==> config.mk <==
export PLATFORM = sky130hd
export DESIGN_NAME = dmem_arbiter_flat
export DESIGN_NICKNAME = d
export VERILOG_FILES = /design/src/rtl/dmem_arbiter_if.sv /design/src/rtl/dmem_arbiter.sv /design/src/flat_wrapper.sv
export SDC_FILE = /design/constraint.sdc
export NUM_CORES = 1
export LEC_CHECK = 0
export CAP_MARGIN = 20
export CORE_MARGIN = 1
export CORE_UTILIZATION = 22
export CTS_CLUSTER_SIZE = 40
export DETAILED_ROUTE_END_ITERATION = 10
export MAX_ROUTING_LAYER = met4
export PLACE_DENSITY = 0.82
export REMOVE_ABC_BUFFERS = 1
export SYNTH_ARGS = -nofsm -noshare
export SYNTH_HDL_FRONTEND = slang
export SYNTH_SLANG_ARGS = --single-unit
==> constraint.sdc <==
create_clock -name clk -period 1.3 [get_ports clk]
set_input_delay 0.26 -clock clk [delete_from_list [all_inputs] [get_ports clk]]
set_output_delay 0.26 -clock clk [all_outputs]
set_load 0.03 [all_outputs]
==> src/rtl/dmem_arbiter_if.sv <==
// rtl/dmem_arbiter_if.sv - CPU, DMA and memory port bundle for dmem_arbiter
// slave is the arbiter's view; master is the requester/memory side.
interface dmem_arbiter_if #(
   parameter int AW = 16,
   parameter int DW = 16
);
   logic          cpu_req;
   logic          cpu_we;
   logic [AW-1:0] cpu_addr;
   logic [DW-1:0] cpu_wdata;
   logic          cpu_gnt;
   logic          cpu_stall;
   logic          cpu_rvalid;
   logic [DW-1:0] cpu_rdata;

   logic          dma_req;
   logic          dma_we;
   logic [AW-1:0] dma_addr;
   logic [DW-1:0] dma_wdata;
   logic          dma_lock;
   logic          dma_gnt;
   logic          dma_rvalid;
   logic [DW-1:0] dma_rdata;

   logic          mem_en;
   logic          mem_we;
   logic [AW-1:0] mem_addr;
   logic [DW-1:0] mem_wdata;
   logic [DW-1:0] mem_rdata;

   modport slave (
      input  cpu_req, cpu_we, cpu_addr, cpu_wdata,
      output cpu_gnt, cpu_stall, cpu_rvalid, cpu_rdata,
      input  dma_req, dma_we, dma_addr, dma_wdata, dma_lock,
      output dma_gnt, dma_rvalid, dma_rdata,
      output mem_en, mem_we, mem_addr, mem_wdata,
      input  mem_rdata
   );

   modport master (
      output cpu_req, cpu_we, cpu_addr, cpu_wdata,
      input  cpu_gnt, cpu_stall, cpu_rvalid, cpu_rdata,
      output dma_req, dma_we, dma_addr, dma_wdata, dma_lock,
      input  dma_gnt, dma_rvalid, dma_rdata,
      input  mem_en, mem_we, mem_addr, mem_wdata,
      output mem_rdata
   );
endinterface

==> src/rtl/dmem_arbiter.sv <==
// rtl/dmem_arbiter.sv - CPU/DMA arbiter for the single-port data memory
// Optional DMA starvation guard enabled by defining DMEM_ARB_STARVE_EN.
module dmem_arbiter #(
   parameter int AW           = 16,
   parameter int DW           = 16,
   parameter int STARVE_LIMIT = 4
) (
   input  logic          clk,
   input  logic          rst,
   dmem_arbiter_if.slave bus
);

   typedef enum logic {
      FREE       = 1'b0,
      DMA_LOCKED = 1'b1
   } ownState_t;

   ownState_t state;
   ownState_t stateNext;

   logic cpuWin;
   logic dmaWin;
   logic starveHit;
   logic rdPend;
   logic rdOwner;
   logic cpuRet;
   logic dmaRet;

`ifdef DMEM_ARB_STARVE_EN
   localparam int CW = $clog2(STARVE_LIMIT + 1);
   localparam logic [CW-1:0] LimitVal = CW'(STARVE_LIMIT);

   logic [CW-1:0] starveCnt;

   always_ff @(posedge clk or posedge rst) begin
      if (rst) begin
         starveCnt <= '0;
      end else if (!bus.dma_req || dmaWin) begin
         starveCnt <= '0;
      end else if (starveCnt != LimitVal) begin
         starveCnt <= starveCnt + 1'b1;
      end
   end

   assign starveHit = (starveCnt == LimitVal);
`else
   logic unusedStarveLimit;
   assign unusedStarveLimit = ^STARVE_LIMIT;
   assign starveHit         = 1'b0;
`endif

   always_ff @(posedge clk or posedge rst) begin
      if (rst) begin
         state <= FREE;
      end else begin
         state <= stateNext;
      end
   end

   // Grants stay low through reset so the memory never sees a stray strobe.
   always_comb begin
      stateNext = state;
      cpuWin    = 1'b0;
      dmaWin    = 1'b0;
      if (!rst) begin
         case (state)
            FREE: begin
               if (bus.dma_req && starveHit) begin
                  dmaWin = 1'b1;
               end else if (bus.cpu_req) begin
                  cpuWin = 1'b1;
               end else if (bus.dma_req) begin
                  dmaWin = 1'b1;
               end
               if (dmaWin && bus.dma_lock) begin
                  stateNext = DMA_LOCKED;
               end
            end
            DMA_LOCKED: begin
               // The release cycle still excludes the CPU; it competes from the next one.
               dmaWin = bus.dma_req;
               if (!bus.dma_lock) begin
                  stateNext = FREE;
               end
            end
            default: begin
               stateNext = FREE;
            end
         endcase
      end
   end

   assign bus.cpu_gnt   = cpuWin;
   assign bus.dma_gnt   = dmaWin;
   assign bus.cpu_stall = bus.cpu_req & ~cpuWin & ~rst;

   always_comb begin
      bus.mem_en    = 1'b0;
      bus.mem_we    = 1'b0;
      bus.mem_addr  = '0;
      bus.mem_wdata = '0;
      if (cpuWin) begin
         bus.mem_en    = 1'b1;
         bus.mem_we    = bus.cpu_we;
         bus.mem_addr  = bus.cpu_addr;
         bus.mem_wdata = bus.cpu_wdata;
      end else if (dmaWin) begin
         bus.mem_en    = 1'b1;
         bus.mem_we    = bus.dma_we;
         bus.mem_addr  = bus.dma_addr;
         bus.mem_wdata = bus.dma_wdata;
      end
   end

   always_ff @(posedge clk or posedge rst) begin
      if (rst) begin
         rdPend  <= 1'b0;
         rdOwner <= 1'b0;
      end else begin
         rdPend  <= (cpuWin & ~bus.cpu_we) | (dmaWin & ~bus.dma_we);
         rdOwner <= dmaWin;
      end
   end

   assign cpuRet = rdPend & ~rdOwner & ~rst;
   assign dmaRet = rdPend & rdOwner & ~rst;

   assign bus.cpu_rvalid = cpuRet;
   assign bus.dma_rvalid = dmaRet;
   assign bus.cpu_rdata  = cpuRet ? bus.mem_rdata : '0;
   assign bus.dma_rdata  = dmaRet ? bus.mem_rdata : '0;

endmodule

==> src/flat_wrapper.sv <==
// flat-port wrapper written by rule: the top's interface ports become plain ports
module dmem_arbiter_flat 
#(
   parameter int AW           = 16,
   parameter int DW           = 16,
   parameter int STARVE_LIMIT = 4
)
  (clk, rst, bus_cpu_req, bus_cpu_we, bus_cpu_addr, bus_cpu_wdata, bus_cpu_gnt, bus_cpu_stall, bus_cpu_rvalid, bus_cpu_rdata, bus_dma_req, bus_dma_we, bus_dma_addr, bus_dma_wdata, bus_dma_lock, bus_dma_gnt, bus_dma_rvalid, bus_dma_rdata, bus_mem_en, bus_mem_we, bus_mem_addr, bus_mem_wdata, bus_mem_rdata);
  dmem_arbiter_if #(.AW(AW), .DW(DW)) bus_i ();
  input  logic clk;
  input  logic rst;
  input wire logic [$bits(bus_i.cpu_req)-1:0] bus_cpu_req;
  input wire logic [$bits(bus_i.cpu_we)-1:0] bus_cpu_we;
  input wire logic [$bits(bus_i.cpu_addr)-1:0] bus_cpu_addr;
  input wire logic [$bits(bus_i.cpu_wdata)-1:0] bus_cpu_wdata;
  output wire logic [$bits(bus_i.cpu_gnt)-1:0] bus_cpu_gnt;
  output wire logic [$bits(bus_i.cpu_stall)-1:0] bus_cpu_stall;
  output wire logic [$bits(bus_i.cpu_rvalid)-1:0] bus_cpu_rvalid;
  output wire logic [$bits(bus_i.cpu_rdata)-1:0] bus_cpu_rdata;
  input wire logic [$bits(bus_i.dma_req)-1:0] bus_dma_req;
  input wire logic [$bits(bus_i.dma_we)-1:0] bus_dma_we;
  input wire logic [$bits(bus_i.dma_addr)-1:0] bus_dma_addr;
  input wire logic [$bits(bus_i.dma_wdata)-1:0] bus_dma_wdata;
  input wire logic [$bits(bus_i.dma_lock)-1:0] bus_dma_lock;
  output wire logic [$bits(bus_i.dma_gnt)-1:0] bus_dma_gnt;
  output wire logic [$bits(bus_i.dma_rvalid)-1:0] bus_dma_rvalid;
  output wire logic [$bits(bus_i.dma_rdata)-1:0] bus_dma_rdata;
  output wire logic [$bits(bus_i.mem_en)-1:0] bus_mem_en;
  output wire logic [$bits(bus_i.mem_we)-1:0] bus_mem_we;
  output wire logic [$bits(bus_i.mem_addr)-1:0] bus_mem_addr;
  output wire logic [$bits(bus_i.mem_wdata)-1:0] bus_mem_wdata;
  input wire logic [$bits(bus_i.mem_rdata)-1:0] bus_mem_rdata;
  assign bus_i.cpu_req = bus_cpu_req;
  assign bus_i.cpu_we = bus_cpu_we;
  assign bus_i.cpu_addr = bus_cpu_addr;
  assign bus_i.cpu_wdata = bus_cpu_wdata;
  assign bus_cpu_gnt = bus_i.cpu_gnt;
  assign bus_cpu_stall = bus_i.cpu_stall;
  assign bus_cpu_rvalid = bus_i.cpu_rvalid;
  assign bus_cpu_rdata = bus_i.cpu_rdata;
  assign bus_i.dma_req = bus_dma_req;
  assign bus_i.dma_we = bus_dma_we;
  assign bus_i.dma_addr = bus_dma_addr;
  assign bus_i.dma_wdata = bus_dma_wdata;
  assign bus_i.dma_lock = bus_dma_lock;
  assign bus_dma_gnt = bus_i.dma_gnt;
  assign bus_dma_rvalid = bus_i.dma_rvalid;
  assign bus_dma_rdata = bus_i.dma_rdata;
  assign bus_mem_en = bus_i.mem_en;
  assign bus_mem_we = bus_i.mem_we;
  assign bus_mem_addr = bus_i.mem_addr;
  assign bus_mem_wdata = bus_i.mem_wdata;
  assign bus_i.mem_rdata = bus_mem_rdata;
  dmem_arbiter #(.AW(AW), .DW(DW), .STARVE_LIMIT(STARVE_LIMIT)) u_core (.clk(clk), .rst(rst), .bus(bus_i));
endmodule
# Word level (Yosys, flattened, before mapping)
# Cells that the tools add are included.
[classes]
n_addsub = 0
multipliers = 0
n_div = 0
order_cmp = 0
n_eq_ne = 0
shifts = 0
muxes = 22
bitwise_logic = 15
n_reduce_logical = 1
[op_table]
columns = ["operator", "count"]
rows = [
  ["16-bit two-way mux", 6],
  ["1-bit two-way mux", 14],
  ["1-bit bitwise AND", 8],
  ["1-bit NOT", 6],
  ["1-bit one-hot mux with 2 select lines", 2],
  ["1-bit logical AND", 1],
  ["1-bit OR", 1],
]
[word_totals]
register_bits = 3
latch_bits = 0
mem_bits_rw = 0
mem_bits_ro = 0
input_bits = 87
out_inout_bits = 71
word_cells = 41
memories = 0

# Longest topological paths before layout
# Gate-level depths: netlist of the first run.
[depth]
ltp_word = 8
depth_mapped = 5
depth_no_buf = 3

# Worst setup path after synthesis of the first run
# OpenSTA, ideal clock, no wires.
[synth_path]
path_kind = "register to output"
from = "reg u_core.state"
to = "out bus_mem_addr[10]"
arrival_time_ps = 1293
t_required_ps = 1040
path_slack_ps = -253
stages_incl_launch_ff = 6
cell_sequence = "dfrtp_1 nor2b_1 buf_4 buf_6 nand2_1 a21oi_1"
[synth_via]
elab_chain_len = 5
elab_cells_between_ends = 7
classes_between = "mux (6); bitwise (1)"
[synth_lines]
columns = ["item", "line_no", "source"]
rows = [
  ["start, declared", "dmem_arbiter.sv:18", "ownState_t state;"],
  ["start signal, assigned", "dmem_arbiter.sv:56", "state <= stateNext;"],
  ["1-bit NOT", "dmem_arbiter.sv:66", "case (state)"],
  ["1-bit one-hot mux with 2 select lines", "dmem_arbiter.sv:66", ""],
  ["1-bit two-way mux", "dmem_arbiter.sv:65", "if (!rst) begin"],
  ["16-bit two-way mux", "dmem_arbiter.sv:107", "end else if (dmaWin) begin"],
  ["16-bit two-way mux *", "dmem_arbiter.sv:102", "if (cpuWin) begin"],
  ["end, declared", "flat_wrapper.sv:30", "output wire logic [$bits(bus_i.mem_addr)-1:0] bus_mem_addr;"],
]
# Every way passes the cells marked *; elsewhere a longest branch is shown, timed or not.

# Worst setup path in the final report of the first run
[layout_path]
from = "reg u_core.state"
to = "out bus_mem_we"
[layout_via]
elab_chain_len = 5
elab_cells_between_ends = 7
classes_between = "mux (6); bitwise (1)"
[layout_lines]
columns = ["item", "line_no", "source"]
rows = [
  ["1-bit NOT", "dmem_arbiter.sv:66", ""],
  ["1-bit one-hot mux with 2 select lines", "dmem_arbiter.sv:66", ""],
  ["1-bit two-way mux", "dmem_arbiter.sv:65", ""],
  ["1-bit two-way mux", "dmem_arbiter.sv:107", ""],
  ["1-bit two-way mux *", "dmem_arbiter.sv:102", ""],
  ["end, declared", "flat_wrapper.sv:29", "output wire logic [$bits(bus_i.mem_we)-1:0] bus_mem_we;"],
]
# Marks and branches as above.

==> reports/metrics.yaml, run 1 <==
critical_path:
  path_buf_inv: 3
  cpPeakStageDelay_ps: 430
  critPathKind: "flop to primary output"
  cpMostUsedCell: "buf_6"
  cp_cell_sequence: "nor2b_4 -> buf_6 -> clkbuf_16 -> nand2_2 -> a21oi_2 -> buf_6"
  critPathRequiredTime_ps: 1040
  timing.rr.start: "u_core.state"
  endpoint_kind: "primary output"
  crit_end: "bus_mem_we"
  cpLargestDelayFamily: "buffers and inverters"
  cp.depth: 6
  regToRegSetupSlack_ps: 50
  startpoint: "u_core.state"
  startpoint_type: "flop"
  crit_slowest_cell: "dfrtp_1"
  r2r_end: "u_core.rdPend"
  cp_max_fo: 4
  cp.arrival_ps: 1570
  r2r_cells: 6
clocking:
  tritoncts: "built"
  insertion_delay_ps: 220
  hold_buffers: 0
  htree_levels: 1
  root_buffer: "clkbuf_8"
  cts_buffer_depth: 2
  numCtsBuffers: 3
  cts_sinks: 3
  clk_pin_slew_ps: 30
routing:
  via_per_inst: 5.25
  dr.pass1.iters: 4
  ant_nets: 0
  wl_per_cell_um: 18.9
  route.detailed.drc: 0
  via_count: 2162
  drt_iter0_drc: 132
  routed_wirelength_mm: 7.80
sta:
  maxSlewHeadroom_pct: 81.5
  final.setup.worst_slack_ps: -527
  finalHoldViolCount: 0
  slew_violations: 0
  finalSetupViolCount: 71
  skew_ps: 4.41
  fin_crit_ps: 1830
  whs_ps: 81.2
  tightest_slew_ps: 277
  rsz0062_at_grt: "yes"
  fin_crit_sh_pct: 141
  max_freq_mhz: 547
floorplanning:
  design.core.area_um2: 4060
  start_util_pct: 23.3
  ioPinCount: 158
  dieArea_um2: 4560
  die_h_um: 67.5
  fp.dieW_um: 67.5
  placementRows: 23
synth:
  yosysTopAreaCellShare_pct: 19.9
  ys_top_cells_by_area: "nand2_1, a21oi_1, nand3_1"
  yosysSeqAreaShare_pct: 7.95
  ys_types: 15
  yosysTopAreaCell: "nand2_1"
  synth_seq_cells: 3
  yosysWarnings: 0
  syn_inst: 188
  syn_area_um2: 945
  avgSynthCellArea_um2: 5.02
global_route:
  first_global_vias: 1944
  gr-total-overflow: 0
  antenna_found_initial: 1
  track_usage_pct: 27.1
  grt_max_degree: 24
  grt_pass1_wl_mm: 9.06
flow_run:
  maxCapViolCount: 0
outcome:
  violations: "setup timing"
  status: "finished with violations"
cells_and_area:
  nFillCells: 245
  final_nets: 449
  final_common_cell: "clkdlybuf4s50_1"
  area_growth_syn_to_layout_pct: 257
  drive_above_1_share_pct: 52.4
  final_util_pct: 83.2
  final_cell_mix: "clkdlybuf4s50_1, buf_6, nor2_4, buf_4, nand3_1"
place:
  routabilityCongestion: 0.767
  dp_hpwl_mm: 3.70
  port_buffers: 157
  place_ws_ps: -554
power_and_ir_drop:
  ir_worst_vdd_uv: 280
  leakage_nw: 1.37
  power_density_nw_per_um2: 504
worst_hold_path:
  hp-class: "primary input to asynchronous set/reset pin"
## stage by stage
step / TNS, ps / power, W / std cells / area [um^2]
2_1_floorplan: -45500 / 0.000488 / 168 / 802
3_3_place_gp: -28500 / 0.00102 / 389 / 2420
3_5_place_dp: -30540 / 0.00103 / 389 / 2420
4_1_cts: -15800 / 0.00149 / 405 / 2960
5_1_grt: -22830 / 0.00178 / 412 / 3370
6_report: -20090 / 0.00170 / 412 / 3370
## kinds of logic after synthesis
logic type | count (synthesis) | synth area share (%)
buf+inv | 21 | 15.5
flops | 3 | 7.95
simple gates | 129 | 57.6
compound gates | 35 | 18.9
## metal layers
metal	wire (um)	GRT usage, %	share of wire (%)	up-vias
met2	3990	53.3	51	145
li1	-	-	-	975
met4	320	11.2	4.1	0
met3	647	4.05	8.3	29
met5	0	-	0	-
met1	2830	25.5	36	1013
## cell usage after synthesis
cell type  count
nand3b_1       1
inv_2          1
nor2_1        39
nor2b_1        1
buf_2          9
buf_4          1
dfrtp_1        3
buf_6          7
nand3_1       33
nand2b_1       4
and3_1         1
clkbuf_1       3
o22a_1         1
nand2_1       50
a21oi_1       34
## how the worst min path moves through the flow
stage | startpoint | slack (ps) | cells past startpoint | end
2_1_floorplan | rst | 70 | 1 | u_core.rdOwner
3_3_place_gp | u_core.state | 540 | 1 | u_core.state
3_5_place_dp | u_core.state | 570 | 1 | u_core.state
4_1_cts | rst | 60 | 3 | u_core.state
5_1_grt | rst | 80 | 3 | u_core.state
6_report | rst | 80 | 3 | u_core.state
## sequential cells by signal, indices dropped and copies added, names as in the netlist
| register | cells |
|---|---|
| u_core.rdOwner | 1 |
| u_core.rdPend | 1 |
| u_core.state | 1 |
## where the power goes
part | internal (W) | leakage [nW] | switching (W)
Clock | 0.000210 | 0.0228 | 0.0000752
Sequential | 0.000102 | 0.0365 | 0.0000123
Combinational | 0.000651 | 1.31 | 0.000652
## what timing repair did
item	4_1_cts	5_1_grt
setup endpoints to repair	71	71
endpoints found under the hold margin	0	0
resized for setup	99	91
pin swaps	25	13
cloned	7	3
buffers inserted	6	3
## area by class of cell
| cell class | count | area, um^2 | area share [%] |
|---|---|---|---|
| timing repair buffer | 187 | 2010 | 59.6 |
| multi-input combinational | 166 | 1170 | 34.7 |
| tap | 50 | 62.6 | 1.85 |
| sequential | 3 | 77.6 | 2.30 |
| inverter | 1 | 3.75 | 0.111 |
| antenna | 1 | 2.50 | 0.0742 |
| clock buffer | 4 | 45.0 | 1.33 |
## worst reg2reg max path, delay by kind of cell (launching register included)
kind,cells,cell delay [ps]
buffers and inverters,3,410
AOI/OAI and AO/OA,1,110
DFF,1,430
and+or+nand+nor,2,230
Power figures use the tool's default switching activity.
==> run 2, diff against run 1 <==
--- a/config.mk
+++ b/config.mk
@@ -10,6 +10,7 @@
 export CORE_UTILIZATION = 22
 export CTS_CLUSTER_SIZE = 40
 export DETAILED_ROUTE_END_ITERATION = 10
+export GPL_ROUTABILITY_DRIVEN = 1
 export MAX_ROUTING_LAYER = met4
 export PLACE_DENSITY = 0.82
 export REMOVE_ABC_BUFFERS = 1
==> results of run 2 <==
The final DEF is identical to that of run 1; final timing and power are the same.
==> run 3, diff against run 2 <==
--- a/config.mk
+++ b/config.mk
@@ -14,6 +14,7 @@
 export MAX_ROUTING_LAYER = met4
 export PLACE_DENSITY = 0.82
 export REMOVE_ABC_BUFFERS = 1
+export SKIP_LAST_GASP = 1
 export SYNTH_ARGS = -nofsm -noshare
 export SYNTH_HDL_FRONTEND = slang
 export SYNTH_SLANG_ARGS = --single-unit
==> reports/metrics.yaml, run 3 (synthesis gave the netlist of run 1 again) <==
critical_path:
  endpoint_kind: "primary output"
  cp_max_fo: 12  # +8
  critPathRequiredTime_ps: 1040  # about the same
  cp.arrival_ps: 1530  # -40 ps
  startpoint_type: "flop"
  critPathKind: "flop to primary output"
place:
  routabilityCongestion: 0.767  # unchanged
  dp_cells: 389  # unchanged
  place_ws_ps: -554  # unchanged
  port_buffers: 157  # unchanged
  dp_hpwl_mm: 3.70  # unchanged
sta:
  slew_violations: 0  # unchanged
  final.setup.tns_ps: -19560  # +526 ps
  finalHoldViolCount: 0  # unchanged
  tightest_slew_ps: 260  # -17.5 ps
  max_freq_mhz: 559  # +2.2%
  final.setup.worst_slack_ps: -488  # +39.3 ps
  rsz0062_at_grt: "yes"
  fin_crit_ps: 1790  # -39.3 ps
  maxSlewHeadroom_pct: 82.7  # +1.2 points
  fin_crit_sh_pct: 138  # -3.0 points
  finalSetupViolCount: 71  # unchanged
  whs_ps: 64.3  # -16.8 ps
  skew_ps: 2.32  # -2.09 ps
cells_and_area:
  final_cell_mix: "clkdlybuf4s50_1, buf_6, nand2_1, nor2_4, buf_4"
  final_common_cell: "clkdlybuf4s50_1"
  largestRegisters: "u_core.rdOwner: 1 flops, u_core.rdPend: 1 flops, u_core.state: 1 flops"
  n_antenna_cell: 0  # -1
  drive_above_1_share_pct: 49.6  # -2.8 points
  regArea_um2: 77.6  # unchanged
  nFillCells: 252  # +2.9%
  final_cell_count_no_fill: 411  # -0.24%
  final_nets: 449  # unchanged
  area_growth_syn_to_layout_pct: 252
  multiInputGateArea_um2: 1140  # -2.6%
  final_util_pct: 82.0  # -1.1 points
routing:
  ant_nets: 0  # unchanged
  routed_wirelength_mm: 7.42  # -4.8%
  wl_met1_mm: 2.64  # -7.0%
  via_per_inst: 5.10  # -2.8%
  drt_iter0_drc: 88  # -33%
  top_layer_used: "met4"
  route.detailed.drc: 0  # unchanged
  dr.pass1.iters: 4  # unchanged
  wl_per_cell_um: 18.1  # -4.6%
  wl_met3_um: 670  # +3.6%
  via_count: 2096  # -3.1%
  wl_met2_mm: 3.83  # -4.0%
power_and_ir_drop:
  comb_power_share_pct: 76.0  # -0.5 points
  power_density_nw_per_um2: 503  # -0.24%
  seq_power_share_pct: 6.8  # about the same
  p_clk_share_pct: 17.2  # +0.4 points
  swShare_pct: 43.0  # -0.38 points
  intPower_w: 0.000954  # -0.94%
  switching_power_w: 0.000721  # -2.5%
  ir_worst_vdd_uv: 279  # -0.11%
  leakage_nw: 1.35  # -1.3%
worst_hold_path:
  hp-class: "primary input to asynchronous set/reset pin"
global_route:
  first_global_vias: 1985  # +2.1%
  antenna_found_initial: 0  # -1
  grt_max_degree: 24  # unchanged
  track_usage_pct: 27.7  # +0.61 points
  grt_pass1_wl_mm: 9.23  # +1.8%
  gr-total-overflow: 0  # unchanged
clocking:
  numCtsBuffers: 3  # unchanged
  hold_buffers: 0  # unchanged
  cts_sinks: 3  # unchanged
  clk_pin_slew_ps: 40  # about the same
  root_buffer: "clkbuf_8"
  insertion_delay_ps: 220  # about the same
  tritoncts: "built"
  cts_buffer_depth: 2  # unchanged
  htree_levels: 1  # unchanged
outcome:
  violations: "setup timing"
  status: "finished with violations"
flow_run:
  maxCapViolCount: 0  # unchanged
floorplanning:
  start_util_pct: 23.3  # unchanged
  die_h_um: 67.5  # unchanged
  ioPinCount: 158  # unchanged
  dieArea_um2: 4560  # unchanged
  fp.dieW_um: 67.5  # unchanged
  design.core.area_um2: 4060  # unchanged
  placementRows: 23  # unchanged
-- run 3: power groups by stage --
| stage | sequential, W | clock [W] | combinational (W) |
|---|---|---|---|
| after CTS | 0.000112 | 0.000284 | 0.00109 |
| after global routing | 0.000114 | 0.000300 | 0.00133 |
| after floorplan | 0.000106 | 0 | 0.000382 |
| after global placement | 0.000108 | 0 | 0.000910 |
| after detailed placement | 0.000108 | 0 | 0.000920 |
| final | 0.000114 | 0.000287 | 0.00127 |
-- run 3: critical path, cell delays in order (launching register included) --
cell and delay, ps:
dfrtp_1 430, nand2b_4 230, buf_6 170, nand3_1 120, a21oi_2 190, buf_6 150
-- run 3: timing repair --
action                                  4_1_cts  5_1_grt
endpoints found under the setup margin       71       71
resized for setup                            97       79
hold endpoints to repair                      0        0
cloned                                        7        3
pin swaps                                    24       12
setup buffers                                 6        3
-- run 3: routing by layer --
metal,vias up,track usage [%]
li1,970,-
met1,944,25.9
met2,153,53.5
met3,29,4.05
met4,0,14.4
met5,-,-
-- run 3: per-stage QoR --
stage | area (um^2) | total power [W]
floorplan | 802 | 0.000488
global placement | 2420 | 0.00102
detailed placement | 2420 | 0.00103
CTS | 2950 | 0.00149
global route | 3330 | 0.00175
finish | 3330 | 0.00167
-- run 3: layout make-up --
cell class              instances  share of cell area, %
clock buffers                   4                   1.35
flip-flops and latches          3                   2.33
repair buffers                187                   60.0
inverters                       1                  0.113
well taps                      50                   1.88
multi-input cells             166                   34.3
-- run 3: worst paths after layout --
kind	from	endpoint	slack (ps)	cells past startpoint
worst min register to register	u_core.state	u_core.state	850	3
worst max-delay path	u_core.state	bus_mem_addr[5]	-490	5
worst max register to register	u_core.state	u_core.rdPend	20	6
max in group asynchronous	rst	u_core.rdOwner	970	4
worst min-delay path	rst	u_core.state	60	3
min in group clk	rst	u_core.state	410	2
